[config.mk]
export PLATFORM = sky130hd
export DESIGN_NAME = sa_axis_stream_ctrl_flat
export DESIGN_NICKNAME = d
export VERILOG_FILES = /design/src/rtl/sa_axis_pkg.sv /design/src/rtl/sa_axis_stream_ctrl_if.sv /design/src/rtl/sa_sync_fifo_fwft.sv /design/src/rtl/sa_axis_stream_ctrl.sv /design/src/flat_wrapper.sv
export SDC_FILE = /design/constraint.sdc
export NUM_CORES = 1
export LEC_CHECK = 0
export CAP_MARGIN = 0
export CORE_MARGIN = 4
export CORE_UTILIZATION = 38
export DETAILED_ROUTE_END_ITERATION = 6
export GPL_TIMING_DRIVEN = 0
export SLEW_MARGIN = 20
export SYNTH_ARGS = -nofsm -noshare
export SYNTH_HDL_FRONTEND = slang
export SYNTH_HIERARCHICAL = 1
export SYNTH_SLANG_ARGS = --single-unit
[constraint.sdc]
create_clock -name axi_clk -period 5.49 [get_ports axi_clk]
set_input_delay 0.8235 -clock axi_clk [delete_from_list [all_inputs] [get_ports axi_clk]]
set_output_delay 0.8235 -clock axi_clk [all_outputs]
set_load 0.02 [all_outputs]
[src/rtl/sa_axis_pkg.sv]
// rtl/sa_axis_pkg.sv - shared state encoding and width helpers for the systolic stream controller
package sa_axis_pkg;

    typedef enum logic [2:0] {
        LOAD  = 3'd0,
        CLEAR = 3'd1,
        RUN   = 3'd2,
        DRAIN = 3'd3,
        SEND  = 3'd4
    } sa_state_e;

    function automatic int s_w(input int n, input int in_w);
        return 2 * n * in_w;
    endfunction

    function automatic int r_w(input int n, input int acc_w);
        return n * n * acc_w;
    endfunction

    function automatic int beats(input int res_w, input int m_w);
        return res_w / m_w;
    endfunction

endpackage

[src/rtl/sa_axis_stream_ctrl_if.sv]
// rtl/sa_axis_stream_ctrl_if.sv - stream, array and status bundle of the systolic stream controller
interface sa_axis_stream_ctrl_if #(
    parameter int N     = 3,
    parameter int IN_W  = 8,
    parameter int ACC_W = 16,
    parameter int M_W   = 48
);
    logic                    s_axis_valid;
    logic [2*N*IN_W-1:0]     s_axis_data;
    logic                    s_axis_last;
    logic                    s_axis_ready;
    logic                    m_axis_valid;
    logic [M_W-1:0]          m_axis_data;
    logic                    m_axis_last;
    logic                    m_axis_ready;
    logic [N*IN_W-1:0]       arr_a;
    logic [N*IN_W-1:0]       arr_b;
    logic                    arr_en;
    logic                    arr_clear;
    logic [N*N*ACC_W-1:0]    arr_c;
    logic                    arr_c_valid;
    logic                    busy;
    logic                    err_overflow;

    modport slave (
        input  s_axis_valid, s_axis_data, s_axis_last, m_axis_ready, arr_c, arr_c_valid,
        output s_axis_ready, m_axis_valid, m_axis_data, m_axis_last,
               arr_a, arr_b, arr_en, arr_clear, busy, err_overflow
    );

    modport master (
        output s_axis_valid, s_axis_data, s_axis_last, m_axis_ready, arr_c, arr_c_valid,
        input  s_axis_ready, m_axis_valid, m_axis_data, m_axis_last,
               arr_a, arr_b, arr_en, arr_clear, busy, err_overflow
    );
endinterface

[src/rtl/sa_sync_fifo_fwft.sv]
// rtl/sa_sync_fifo_fwft.sv - single-clock first-word-fall-through FIFO holding one job
module sa_sync_fifo_fwft #(
    parameter int WIDTH = 48,
    parameter int DEPTH = 16
) (
    input  logic                           clk,
    input  logic                           rst_n,
    input  logic                           push,
    input  logic                           pop,
    input  logic [WIDTH-1:0]               wdata,
    output logic [WIDTH-1:0]               rdata,
    output logic                           empty,
    output logic                           full,
    output logic [$clog2(DEPTH+1)-1:0]     count
);
    localparam int AW = (DEPTH > 1) ? $clog2(DEPTH) : 1;
    localparam int CW = $clog2(DEPTH + 1);

    logic [WIDTH-1:0] mem_q [DEPTH];
    logic [AW-1:0]    wr_ptr_q, wr_ptr_d;
    logic [AW-1:0]    rd_ptr_q, rd_ptr_d;
    logic [CW-1:0]    count_q, count_d;
    logic             do_push, do_pop;

    assign empty   = (count_q == '0);
    assign full    = (count_q == CW'(DEPTH));
    assign count   = count_q;
    assign rdata   = mem_q[rd_ptr_q];
    assign do_push = push && !full;
    assign do_pop  = pop && !empty;

    always_comb begin
        wr_ptr_d = wr_ptr_q;
        rd_ptr_d = rd_ptr_q;
        count_d  = count_q;
        if (do_push) begin
            wr_ptr_d = (wr_ptr_q == AW'(DEPTH - 1)) ? '0 : wr_ptr_q + AW'(1);
        end
        if (do_pop) begin
            rd_ptr_d = (rd_ptr_q == AW'(DEPTH - 1)) ? '0 : rd_ptr_q + AW'(1);
        end
        case ({do_push, do_pop})
            2'b10:   count_d = count_q + CW'(1);
            2'b01:   count_d = count_q - CW'(1);
            default: count_d = count_q;
        endcase
    end

    always_ff @(posedge clk or negedge rst_n) begin
        if (!rst_n) begin
            wr_ptr_q <= '0;
            rd_ptr_q <= '0;
            count_q  <= '0;
        end else begin
            wr_ptr_q <= wr_ptr_d;
            rd_ptr_q <= rd_ptr_d;
            count_q  <= count_d;
        end
    end

    // Storage carries no reset; the pointers alone decide what is valid.
    always_ff @(posedge clk) begin
        if (do_push) begin
            mem_q[wr_ptr_q] <= wdata;
        end
    end

    a_no_pop_empty: assert property (@(posedge clk) disable iff (!rst_n) !(pop && empty))
        else $error("fifo pop while empty");
    a_no_push_full: assert property (@(posedge clk) disable iff (!rst_n) !(push && full))
        else $error("fifo push while full");

endmodule

[src/rtl/sa_axis_stream_ctrl.sv]
// rtl/sa_axis_stream_ctrl.sv - buffers one matmul job, replays it into the array and streams the result out
module sa_axis_stream_ctrl
    import sa_axis_pkg::*;
#(
    parameter int N     = 3,
    parameter int IN_W  = 8,
    parameter int ACC_W = 16,
    parameter int DEPTH = 16,
    parameter int M_W   = 48
) (
    input  logic                  axi_clk,
    input  logic                  axi_rst_n,
    sa_axis_stream_ctrl_if.slave  bus
);
    localparam int S_W   = s_w(N, IN_W);
    localparam int R_W   = r_w(N, ACC_W);
    localparam int BEATS = beats(R_W, M_W);
    localparam int AV_W  = N * IN_W;
    localparam int CW    = $clog2(DEPTH + 1);
    localparam int IW    = (BEATS > 1) ? $clog2(BEATS) : 1;

    localparam logic [2:0] S_LOAD  = LOAD;
    localparam logic [2:0] S_CLEAR = CLEAR;
    localparam logic [2:0] S_RUN   = RUN;
    localparam logic [2:0] S_DRAIN = DRAIN;
    localparam logic [2:0] S_SEND  = SEND;

    generate
        if ((R_W % M_W) != 0) begin : g_bad_mw
            $error("M_W must divide N*N*ACC_W");
        end
        if (DEPTH < 1) begin : g_bad_depth
            $error("DEPTH must be at least 1");
        end
    endgenerate

    logic [2:0]      state_q, state_d;
    logic [CW-1:0]   k_q, k_d;
    logic [IW-1:0]   idx_q, idx_d;
    logic [R_W-1:0]  result_q, result_d;
    logic [M_W-1:0]  m_data_q, m_data_d;
    logic            m_valid_q, m_valid_d;
    logic            m_last_q, m_last_d;
    logic            arr_en_q, arr_en_d;
    logic            arr_clear_q, arr_clear_d;
    logic            busy_q, busy_d;
    logic            err_q, err_d;

    logic            s_hs;
    logic            fifo_push, fifo_pop, fifo_empty, fifo_full;
    logic [S_W-1:0]  fifo_rdata;
    logic [CW-1:0]   fifo_count;

    assign s_hs      = (state_q == S_LOAD) && bus.s_axis_valid;
    assign fifo_push = s_hs;
    assign fifo_pop  = (state_q == S_RUN);

    sa_sync_fifo_fwft #(
        .WIDTH (S_W),
        .DEPTH (DEPTH)
    ) u_fifo (
        .clk   (axi_clk),
        .rst_n (axi_rst_n),
        .push  (fifo_push),
        .pop   (fifo_pop),
        .wdata (bus.s_axis_data),
        .rdata (fifo_rdata),
        .empty (fifo_empty),
        .full  (fifo_full),
        .count (fifo_count)
    );

    always_comb begin
        state_d  = state_q;
        k_d      = k_q;
        idx_d    = idx_q;
        result_d = result_q;
        err_d    = err_q;
        case (state_q)
            S_LOAD: begin
                if (s_hs) begin
                    k_d = k_q + CW'(1);
                    if (k_q == '0) err_d = 1'b0;
                    if (bus.s_axis_last) begin
                        state_d = S_CLEAR;
                    end else if (k_q == CW'(DEPTH - 1)) begin
                        // A full FIFO closes the job rather than back-pressuring the source.
                        err_d   = 1'b1;
                        state_d = S_CLEAR;
                    end
                end
            end
            S_CLEAR: state_d = S_RUN;
            S_RUN: begin
                if (fifo_count == CW'(1)) state_d = S_DRAIN;
            end
            S_DRAIN: begin
                if (bus.arr_c_valid) begin
                    result_d = bus.arr_c;
                    idx_d    = '0;
                    state_d  = S_SEND;
                end
            end
            S_SEND: begin
                if (bus.m_axis_ready) begin
                    if (idx_q == IW'(BEATS - 1)) begin
                        state_d = S_LOAD;
                        k_d     = '0;
                    end else begin
                        idx_d = idx_q + IW'(1);
                    end
                end
            end
            default: state_d = S_LOAD;
        endcase

        // Registered outputs are derived from the next state so they line up with it.
        arr_clear_d = (state_d == S_CLEAR);
        arr_en_d    = (state_d == S_RUN) || (state_d == S_DRAIN);
        busy_d      = (state_d != S_LOAD);
        m_valid_d   = (state_d == S_SEND);
        m_last_d    = m_valid_d && (idx_d == IW'(BEATS - 1));
        m_data_d    = '0;
        if (m_valid_d) begin
            for (int b = 0; b < BEATS; b++) begin
                if (idx_d == IW'(b)) m_data_d = result_d[b*M_W +: M_W];
            end
        end
    end

    always_ff @(posedge axi_clk or negedge axi_rst_n) begin
        if (!axi_rst_n) begin
            state_q     <= S_LOAD;
            k_q         <= '0;
            idx_q       <= '0;
            result_q    <= '0;
            m_data_q    <= '0;
            m_valid_q   <= 1'b0;
            m_last_q    <= 1'b0;
            arr_en_q    <= 1'b0;
            arr_clear_q <= 1'b0;
            busy_q      <= 1'b0;
            err_q       <= 1'b0;
        end else begin
            state_q     <= state_d;
            k_q         <= k_d;
            idx_q       <= idx_d;
            result_q    <= result_d;
            m_data_q    <= m_data_d;
            m_valid_q   <= m_valid_d;
            m_last_q    <= m_last_d;
            arr_en_q    <= arr_en_d;
            arr_clear_q <= arr_clear_d;
            busy_q      <= busy_d;
            err_q       <= err_d;
        end
    end

    assign bus.s_axis_ready = (state_q == S_LOAD);
    assign bus.m_axis_valid = m_valid_q;
    assign bus.m_axis_data  = m_data_q;
    assign bus.m_axis_last  = m_last_q;
    assign bus.arr_en       = arr_en_q;
    assign bus.arr_clear    = arr_clear_q;
    assign bus.busy         = busy_q;
    assign bus.err_overflow = err_q;
    assign bus.arr_a        = (state_q == S_RUN) ? fifo_rdata[AV_W-1:0]    : '0;
    assign bus.arr_b        = (state_q == S_RUN) ? fifo_rdata[S_W-1:AV_W]  : '0;

    a_load_never_full: assert property (@(posedge axi_clk) disable iff (!axi_rst_n)
        !(fifo_push && fifo_full)) else $error("beat offered to a full FIFO");
    a_run_has_data: assert property (@(posedge axi_clk) disable iff (!axi_rst_n)
        !(fifo_pop && fifo_empty)) else $error("RUN with empty FIFO");

endmodule

[src/flat_wrapper.sv]
// flat-port wrapper written by rule: the top's interface ports become plain ports
module sa_axis_stream_ctrl_flat import sa_axis_pkg::*;
#(
    parameter int N     = 3,
    parameter int IN_W  = 8,
    parameter int ACC_W = 16,
    parameter int DEPTH = 16,
    parameter int M_W   = 48
)
  (axi_clk, axi_rst_n, bus_s_axis_valid, bus_s_axis_data, bus_s_axis_last, bus_m_axis_ready, bus_arr_c, bus_arr_c_valid, bus_s_axis_ready, bus_m_axis_valid, bus_m_axis_data, bus_m_axis_last, bus_arr_a, bus_arr_b, bus_arr_en, bus_arr_clear, bus_busy, bus_err_overflow);
  sa_axis_stream_ctrl_if #(.N(N), .IN_W(IN_W), .ACC_W(ACC_W), .M_W(M_W)) bus_i ();
  input  logic axi_clk;
  input  logic axi_rst_n;
  input wire logic [$bits(bus_i.s_axis_valid)-1:0] bus_s_axis_valid;
  input wire logic [$bits(bus_i.s_axis_data)-1:0] bus_s_axis_data;
  input wire logic [$bits(bus_i.s_axis_last)-1:0] bus_s_axis_last;
  input wire logic [$bits(bus_i.m_axis_ready)-1:0] bus_m_axis_ready;
  input wire logic [$bits(bus_i.arr_c)-1:0] bus_arr_c;
  input wire logic [$bits(bus_i.arr_c_valid)-1:0] bus_arr_c_valid;
  output wire logic [$bits(bus_i.s_axis_ready)-1:0] bus_s_axis_ready;
  output wire logic [$bits(bus_i.m_axis_valid)-1:0] bus_m_axis_valid;
  output wire logic [$bits(bus_i.m_axis_data)-1:0] bus_m_axis_data;
  output wire logic [$bits(bus_i.m_axis_last)-1:0] bus_m_axis_last;
  output wire logic [$bits(bus_i.arr_a)-1:0] bus_arr_a;
  output wire logic [$bits(bus_i.arr_b)-1:0] bus_arr_b;
  output wire logic [$bits(bus_i.arr_en)-1:0] bus_arr_en;
  output wire logic [$bits(bus_i.arr_clear)-1:0] bus_arr_clear;
  output wire logic [$bits(bus_i.busy)-1:0] bus_busy;
  output wire logic [$bits(bus_i.err_overflow)-1:0] bus_err_overflow;
  assign bus_i.s_axis_valid = bus_s_axis_valid;
  assign bus_i.s_axis_data = bus_s_axis_data;
  assign bus_i.s_axis_last = bus_s_axis_last;
  assign bus_i.m_axis_ready = bus_m_axis_ready;
  assign bus_i.arr_c = bus_arr_c;
  assign bus_i.arr_c_valid = bus_arr_c_valid;
  assign bus_s_axis_ready = bus_i.s_axis_ready;
  assign bus_m_axis_valid = bus_i.m_axis_valid;
  assign bus_m_axis_data = bus_i.m_axis_data;
  assign bus_m_axis_last = bus_i.m_axis_last;
  assign bus_arr_a = bus_i.arr_a;
  assign bus_arr_b = bus_i.arr_b;
  assign bus_arr_en = bus_i.arr_en;
  assign bus_arr_clear = bus_i.arr_clear;
  assign bus_busy = bus_i.busy;
  assign bus_err_overflow = bus_i.err_overflow;
  sa_axis_stream_ctrl #(.N(N), .IN_W(IN_W), .ACC_W(ACC_W), .DEPTH(DEPTH), .M_W(M_W)) u_core (.axi_clk(axi_clk), .axi_rst_n(axi_rst_n), .bus(bus_i));
endmodule
Word level (Yosys, flattened, before mapping). Memories as Yosys holds them, arrays and structs flattened. Index checks and enable logic that the tools add are counted.

Bits in writable memories: 768. Bits of input ports: 198. Register bits after elaboration: 221. Memories: 1.

Multiplexer cells: 32. Equal/unequal tests: 21. Reductions and logical operators: 16. Add/sub/neg operators: 6.

Memories: u_core.u_fifo.mem_q (words 16, width 48, read ports 1, clocked after Yosys merged registers in 0, write ports 1, line sa_sync_fifo_fwft.sv:19) `logic [WIDTH-1:0] mem_q [DEPTH];`.

Operators by type and width (count): $mux W144 (2); $mux W48 (4); $mux W24 (2); $mux W3 (7); $pmux W5 S2 (2); $mux W5 (3); $pmux W3 S5 (1); $eq A3 B2 Y1 const B (4); $add A5 B1 Y5 const B (2); $logic_not A5 Y1 (2); $add A4 B1 Y4 const B (2); $eq A4 B4 Y1 const B (2); $mux W4 (2); $eq A2 B2 Y1 const B (3); $eq A3 B1 Y1 const B (2); $eq A3 B3 Y1 const B (2); $mux W2 (3); $eq A5 B1 Y1 const B (1); $eq A5 B4 Y1 const B (1); $eq A5 B5 Y1 const B (1); $mux W1 (5); $sub A5 B1 Y5 const B (1); $eq A2 B1 Y1 const B (2); $logic_and A1 B1 Y1 (4); other kinds (12) (15).

Depth between registers and ports, before layout. Gate-level depths: netlist of run 1.

Depth after elaboration: 9. Mapped depth: 13. Gate-level depth less buffers: 11.

Hierarchy. Netlist of run 1, hierarchy kept.

By module, submodules not included: sa_sync_fifo_fwft (cells an instance 1374, area each 30180.2 um^2, sequential area each 23387.4 um^2, instances 1); sa_axis_stream_ctrl (cells an instance 1026, area each 9354.0 um^2, sequential area each 5205.0 um^2, instances 1).

Least setup slack after synthesis of run 1. No wires, ideal clock.

Path kind: in2reg. Start point: input port bus_s_axis_valid. End point: memory u_core.u_fifo.mem_q[0][0] (enable). Slack: -0.036 ns. Arrival: 5.013 ns. Stages on the path: 6. Setup time: 0.513 ns. Cells stage by stage: nand3b_1 inv_2 a21boi_0 clkbuf_1 nand2_1 nor3_1.

Cells in the longest elaborated chain, start to end: 4.

RTL lines: from (decl) (line flat_wrapper.sv:14) `input wire logic [$bits(bus_i.s_axis_valid)-1:0] bus_s_axis_valid;`; $logic_and A1 B1 Y1 (line sa_axis_stream_ctrl.sv:54) `assign s_hs = (state_q == S_LOAD) && bus.s_axis_valid;`; via u_core.fifo_push (line sa_axis_stream_ctrl.sv:50) `logic fifo_push, fifo_pop, fifo_empty, fifo_full;`; $logic_and A1 B1 Y1 (line sa_sync_fifo_fwft.sv:29) `assign do_push = push && !full;`; $mux W1 (line sa_sync_fifo_fwft.sv:63) `if (do_push) begin`; $mux W1 (not written as such) (line sa_sync_fifo_fwft.sv:64) `mem_q[wr_ptr_q] <= wdata;`; to (decl) (line sa_sync_fifo_fwft.sv:19).

The timed path passes the listed nets, and every way through them passes these cells.

Worst setup path in the final report of run 1.
Start point: register u_core.u_fifo.rd_ptr_q[3]. End point: output port bus_arr_b[4].

Cells in the longest elaborated chain, start to end: 2.

RTL lines: from (decl) (line sa_sync_fifo_fwft.sv:21) `logic [AW-1:0] rd_ptr_q, rd_ptr_d;`; from (signal assigned) (line sa_sync_fifo_fwft.sv:56) `rd_ptr_q <= rd_ptr_d;`; $mem_v2 Z16 W48; via u_core.fifo_rdata[28] (line sa_axis_stream_ctrl.sv:51) `logic [S_W-1:0] fifo_rdata;`; $mux W24 (line sa_axis_stream_ctrl.sv:168) `assign bus.arr_b = (state_q == S_RUN) ? fifo_rdata[S_W-1:AV_W] : '0;`; to (decl) (line flat_wrapper.sv:25) `output wire logic [$bits(bus_i.arr_b)-1:0] bus_arr_b;`.

The timed path passes the listed nets, and every way through them passes these cells.

==> reports/results.ini, run 1 <==
[floorplanning]
initial_core_util_pct=38.2
io_pins=301
die_area_um2=109000
fp.dieH_um=331
rows=118
core_um2=103000
die_width_um=331

[clock_network]
cts-resized-gates=0
ctsHoldBuffers=0
cts_root_buffer=clkbuf_16
clk_pin_slew_ns=0.06
clock_path_buffers=3
cts.htree.levels=3
clock_sinks=989
clock_latency_ns=0.70
cts_tree=built
cts_buffers=101
postCtsSetupRepairBufs=0

[worst_setup_path]
crit_chain=buf_2 -> nor2_1 -> clkbuf_1 -> clkbuf_1 -> a32oi_1 -> o21ai_1 -> and2_1 -> clkdlybuf4s50_1
timing.rr.end=u_core/u_fifo/mem_q[2][2]$_DFFE_PP_
cp_max_fo=10
path_buf_inv=4
cpPeakStageDelay_ns=0.77
crit_path_end_kind=output pin
cp_slowest_cell=clkbuf_1
cp_data_required_time_ns=4.67
critPathKind=flip-flop to output pin
rr_worst_depth=11
worst_setup_path_start_kind=flip-flop
cp_top_family=buffers and inverters
path_common_cell=clkbuf_1
worstPathArrival_ns=4.15
reg2reg_from=u_core/state_q[0]$_DFF_PN0_
ff2ff_setup_slack_ns=1.87

[global_routing]
track_usage_pct=19.1
gr-total-overflow=0
grt_max_degree=89
grt_pass1_vias=23915
grt_antenna_before_repair=11
grt_pass1_wl_um=154000

[detailed_routing]
final_antenna_net_count=0
totalWireLength_um=106000
drtIter0Drc=1638
first_pass_iters=5
wire_per_inst_um=24.5
vias=22748
via_per_inst=5.27
drc=0

[job]
drv_cap=0

[synthesis]
yosysWarnings=6
syn-num-nets=2611
postSynthCellCount=2398
syn_avg_cell_area_um2=16.5
syn-cell-area_um2=39500

[power_and_ir_drop]
peakVddDrop_mv=0.265
finalPower_uw=15000
leakage_uw=0.0170
p_per_area_nw_per_um2=307

[timing]
timing.fmax_mhz=201
setup_viol=0
min_period_ns=4.97
max-slew-margin-rel_pct=31.0
min_period_over_period_pct=90.6
hold_ws_ns=0.0859
rsz0062_at_grt=false
worst_pin_slew_ns=1.04
tns_ns=0
drv_slew=0
skew_ns=0.0584
hold_viol_final=0

[layout]
instances_no_fill=4320
utilization_pct=47.2
area_growth_pct=23.3
drive_gt1_share_pct=16.5
nets=3070
fillers=8773

[placement]
io_buffers=299
dp_cells=4134
hpwlAfterDp_um=73700
gp_congestion=0.893

[status]
status=complete, no violations

[hold_path]
min_path_type=input pin to asynchronous set/reset pin

per-layer routing:
layer	wire, um	global-route usage, %	part of all wire [%]
met3	7640	4.52	7.2
met1	41600	23.6	39
met2	53400	33.3	50
met4	3290	6.08	3.1
met5	57	0	0.054
per-stage QoR:
| stage | setup WS, ns | cell area [um2] |
|---|---|---|
| 3_5_place_dp | 1.32 | 45500 |
| 3_3_place_gp | -5.42 | 44300 |
| 2_1_floorplan | 0.229 | 39500 |
| 6_report | 0.518 | 48700 |
| 4_1_cts | 0.528 | 48700 |
| 5_1_grt | 0.369 | 48700 |
layout make-up:
type / count / area (um2) / share of cell area [%]
Antenna cell: 5 / 12.5 / 0.0257
Buffer: 151 / 856 / 1.76
Clock buffer: 139 / 2750 / 5.64
Clock inverter: 42 / 449 / 0.922
Inverter: 17 / 63.8 / 0.131
Multi-Input combinational cell: 1241 / 10100 / 20.8
Sequential cell: 989 / 28600 / 58.7
Tap cell: 1380 / 1730 / 3.54
Timing Repair Buffer: 356 / 4150 / 8.51
worst max-delay path by stage:
stage                                     startpoint                                     to  depth (start not counted)
2_1_floorplan                       bus_s_axis_valid    u_core/u_fifo/mem_q[3][0]$_DFFE_PP_                          5
3_3_place_gp                               axi_rst_n  u_core/u_fifo/rd_ptr_q[2]$_DFFE_PN0P_                          1
3_5_place_dp                        bus_s_axis_valid    u_core/u_fifo/mem_q[2][4]$_DFFE_PP_                         10
4_1_cts        u_core/u_fifo/rd_ptr_q[3]$_DFFE_PN0P_                           bus_arr_b[4]                          8
5_1_grt        u_core/u_fifo/rd_ptr_q[3]$_DFFE_PN0P_                           bus_arr_b[4]                          8
6_report       u_core/u_fifo/rd_ptr_q[3]$_DFFE_PN0P_                           bus_arr_b[4]                          8
where the power goes:
part	total, uW	switching (uW)	internal (uW)
Combinational	266	136	129
Sequential	8080	0	8080
Clock	6610	2850	3750
Total	15000	2990	12000
layout by cell type, fill, tap and decap left out, types with 18 or more instances in the layout:
master and instances:
buf_2 68, mux2i_1 152, a32oi_1 48, clkdlybuf4s50_1 298, clkbuf_1 76, and2_1 49
buf_4 19, nor4_2 37, buf_16 25, a31oi_1 45, dfrtp_1 221, nor2b_1 40
a21oi_1 43, edfxtp_1 768, clkbuf_16 101, clkinv_1 18, buf_6 21, o21ai_1 50
a22oi_1 48, mux4_2 130, nand2_1 461
registers in the layout, summed over array words and instances, names as in the netlist:
name,cells
u_core/bus.err_overflow,1
u_core/result_q,144
u_core/u_fifo/rd_ptr_q,4
u_core/bus.arr_en,1
u_core/idx_q,2
u_core/bus.busy,1
u_core/u_fifo/wr_ptr_q,4
u_core/state_q,3
u_core/k_q,5
u_core/bus.m_axis_data,48
u_core/u_fifo/count,5
u_core/u_fifo/mem_q,768
u_core/bus.m_axis_valid,1
u_core/bus.m_axis_last,1
u_core/bus.arr_clear,1
No activity file was read; power rests on OpenSTA's default activity.
==> run 2: changes to the inputs <==
==> constraint.sdc (replaced) <==
create_clock -name axi_clk -period 4.85 [get_ports axi_clk]
set_input_delay 0.7275 -clock axi_clk [delete_from_list [all_inputs] [get_ports axi_clk]]
set_output_delay 0.7275 -clock axi_clk [all_outputs]
set_load 0.02 [all_outputs]
==> reports/results.ini, run 2 (synthesized netlist as in run 1, its figures left out) <==
[global_routing]
grt_pass1_vias=23782  ; -0.56%
track_usage_pct=19.1  ; about the same
gr-total-overflow=0  ; unchanged
grt_max_degree=84  ; -5.6%
grt_antenna_before_repair=11  ; unchanged
grt_pass1_wl_um=154000  ; about the same

[worst_setup_path]
critPathKind=flip-flop to output pin
cp_data_required_time_ns=4.12  ; -0.55 ns
worstPathArrival_ns=3.91  ; -0.24 ns
reg2reg_from=u_core/state_q[0]$_DFF_PN0_
ff2ff_setup_slack_ns=1.04  ; -0.83 ns
rr_worst_depth=11  ; unchanged
crit_path_end_kind=output pin
cp_max_fo=10  ; unchanged
worst_setup_path_start_kind=flip-flop
crit_path_start=u_core/u_fifo/rd_ptr_q[1]$_DFFE_PN0P_
timing.rr.end=u_core/u_fifo/mem_q[2][46]$_DFFE_PP_

[layout]
area_growth_pct=23.4  ; about the same
drive_gt1_share_pct=16.8  ; +0.30 points
largest_register_ffs=768  ; unchanged
nets=3069  ; -0.033%
largest-register=u_core/u_fifo/mem_q
instances_no_fill=4318  ; -0.046%
final_common_cell=edfxtp_1
layout_common_cells=edfxtp_1, nand2_1, clkdlybuf4s50_1

[timing]
setup_viol=0  ; unchanged
max-slew-margin-rel_pct=28.8  ; -2.2 points
rsz0062_at_grt=false
hold_ws_ns=0.475  ; +0.389 ns
skew_ns=0.0370  ; -0.0214 ns
min_period_ns=4.64
min_period_over_period_pct=95.7
worst_pin_slew_ns=1.07  ; +0.0331 ns
timing.fmax_mhz=215
hold_viol_final=0  ; unchanged
drv_slew=0  ; unchanged

[clock_network]
cts_root_buffer=clkbuf_16
postCtsSetupRepairBufs=0  ; unchanged
cts_tree=built
clk_pin_slew_ns=0.06  ; about the same
cts.htree.levels=3  ; unchanged
clock_sinks=989  ; unchanged
cts_buffers=103  ; +2.0%
clock_path_buffers=3  ; unchanged
clock_latency_ns=0.70  ; about the same

[power_and_ir_drop]
swShare_pct=20.0  ; +0.058 points
p_int_uw=13600  ; +14%
leakage_uw=0.0170  ; about the same
p_per_area_nw_per_um2=349  ; +14%
p_sw_uw=3410  ; +14%
pwr-share-clk_pct=44.5  ; +0.3 points
seqPwrFrac_pct=53.7  ; -0.3 points
peakVddDrop_mv=0.294  ; +11%
combPwrFrac_pct=1.8  ; about the same

[status]
status=complete, no violations

[floorplanning]
fp.dieH_um=331  ; unchanged
core_um2=103000  ; unchanged
die_width_um=331  ; unchanged
initial_core_util_pct=38.2  ; unchanged
io_pins=301  ; unchanged
rows=118  ; unchanged
die_area_um2=109000  ; unchanged

[detailed_routing]
vias=22970  ; +0.98%
drc=0  ; unchanged
wire_per_inst_um=24.6  ; +0.13%
first_pass_iters=6  ; +1
via_per_inst=5.32  ; +1.0%
drtIter0Drc=1841  ; +12%
final_antenna_net_count=0  ; unchanged
totalWireLength_um=106000  ; about the same

[job]
drv_cap=0  ; unchanged

[placement]
io_buffers=299  ; unchanged
gp_congestion=0.893  ; unchanged
dp_cells=4130  ; -0.097%
hpwlAfterDp_um=73800  ; +0.17%

[hold_path]
min_path_type=flip-flop to flip-flop
min_from=u_core/result_q[142]$_DFF_PN0_
hold_path_depth=2
min_to=u_core/result_q[142]$_DFF_PN0_

==> run 2: critical path, cell delays in order, from the launching register on <==
cell and delay [ns]:
dfrtp_1 0.34, buf_2 0.27, buf_4 0.29, clkbuf_1 0.79
mux4_2 0.42, a32oi_1 0.16, o21ai_1 0.12, and2_1 0.26
clkdlybuf4s50_1 0.57
==> run 2: how the worst max path moves through the flow <==
stage                                            endpoint  slack (ns)  cells past startpoint
finish                                      bus_arr_a[23]        0.21                      8
global route                                bus_arr_a[23]        0.09                      8
CTS                                          bus_arr_b[4]        0.09                      6
detailed placement   u_core/u_fifo/mem_q[0][32]$_DFFE_PP_        0.67                     10
global placement    u_core/u_fifo/rd_ptr_q[2]$_DFFE_PN0P_       -5.91                      1
floorplan            u_core/u_fifo/mem_q[12][0]$_DFFE_PP_        0.71                      6
==> run 2: power groups by stage <==
stage                     Combinational, uW  Sequential, uW  Clock, uW
after floorplan                        8.29            9320          0
after global placement                  284            9320          0
after detailed placement                303            9320          0
after CTS                               307            9150       7750
after global routing                    328            9140       8100
final                                   301            9150       7570
==> run 2: timing repair <==
action	4_1_cts	5_1_grt
hold endpoints to repair	66	0
hold buffers	1	0
setup endpoints to repair	1	1
resized for setup	1	2
==> run 2: cell type report <==
type	count	area, um2
flip-flops and latches	989	28600
inverters	17	63.8
plain buffers	151	858
fillers	8814	54600
diodes	2	5.00
clock inverters	47	468
multi-input cells	1241	10100
clock buffers	138	2790
well taps	1380	1730
repair buffers	353	4130
==> run 2: per-stage QoR <==
| step | util, % | total power [uW] | TNS (ns) | instance area, um2 | setup WS [ns] |
|---|---|---|---|---|---|
| final | 47.2 | 17000 | 0 | 48800 | 0.208 |
| after global routing | 47.2 | 17600 | 0 | 48800 | 0.0852 |
| after CTS | 47.2 | 17200 | 0 | 48800 | 0.0883 |
| after detailed placement | 44.0 | 9620 | 0 | 45500 | 0.673 |
| after global placement | 42.8 | 9600 | -3167.51 | 44300 | -5.91 |
| after floorplan | - | 9330 | 0 | 39500 | 0.706 |
==> run 2: per-layer routing <==
layer | vias up | wire, um | GRT usage [%]
met3 | 184 | 7620 | 4.22
met2 | 833 | 53200 | 33.4
met5 | - | 84 | 0.0887
li1 | 10092 | - | -
met1 | 11847 | 42500 | 24.2
met4 | 14 | 2620 | 5.10
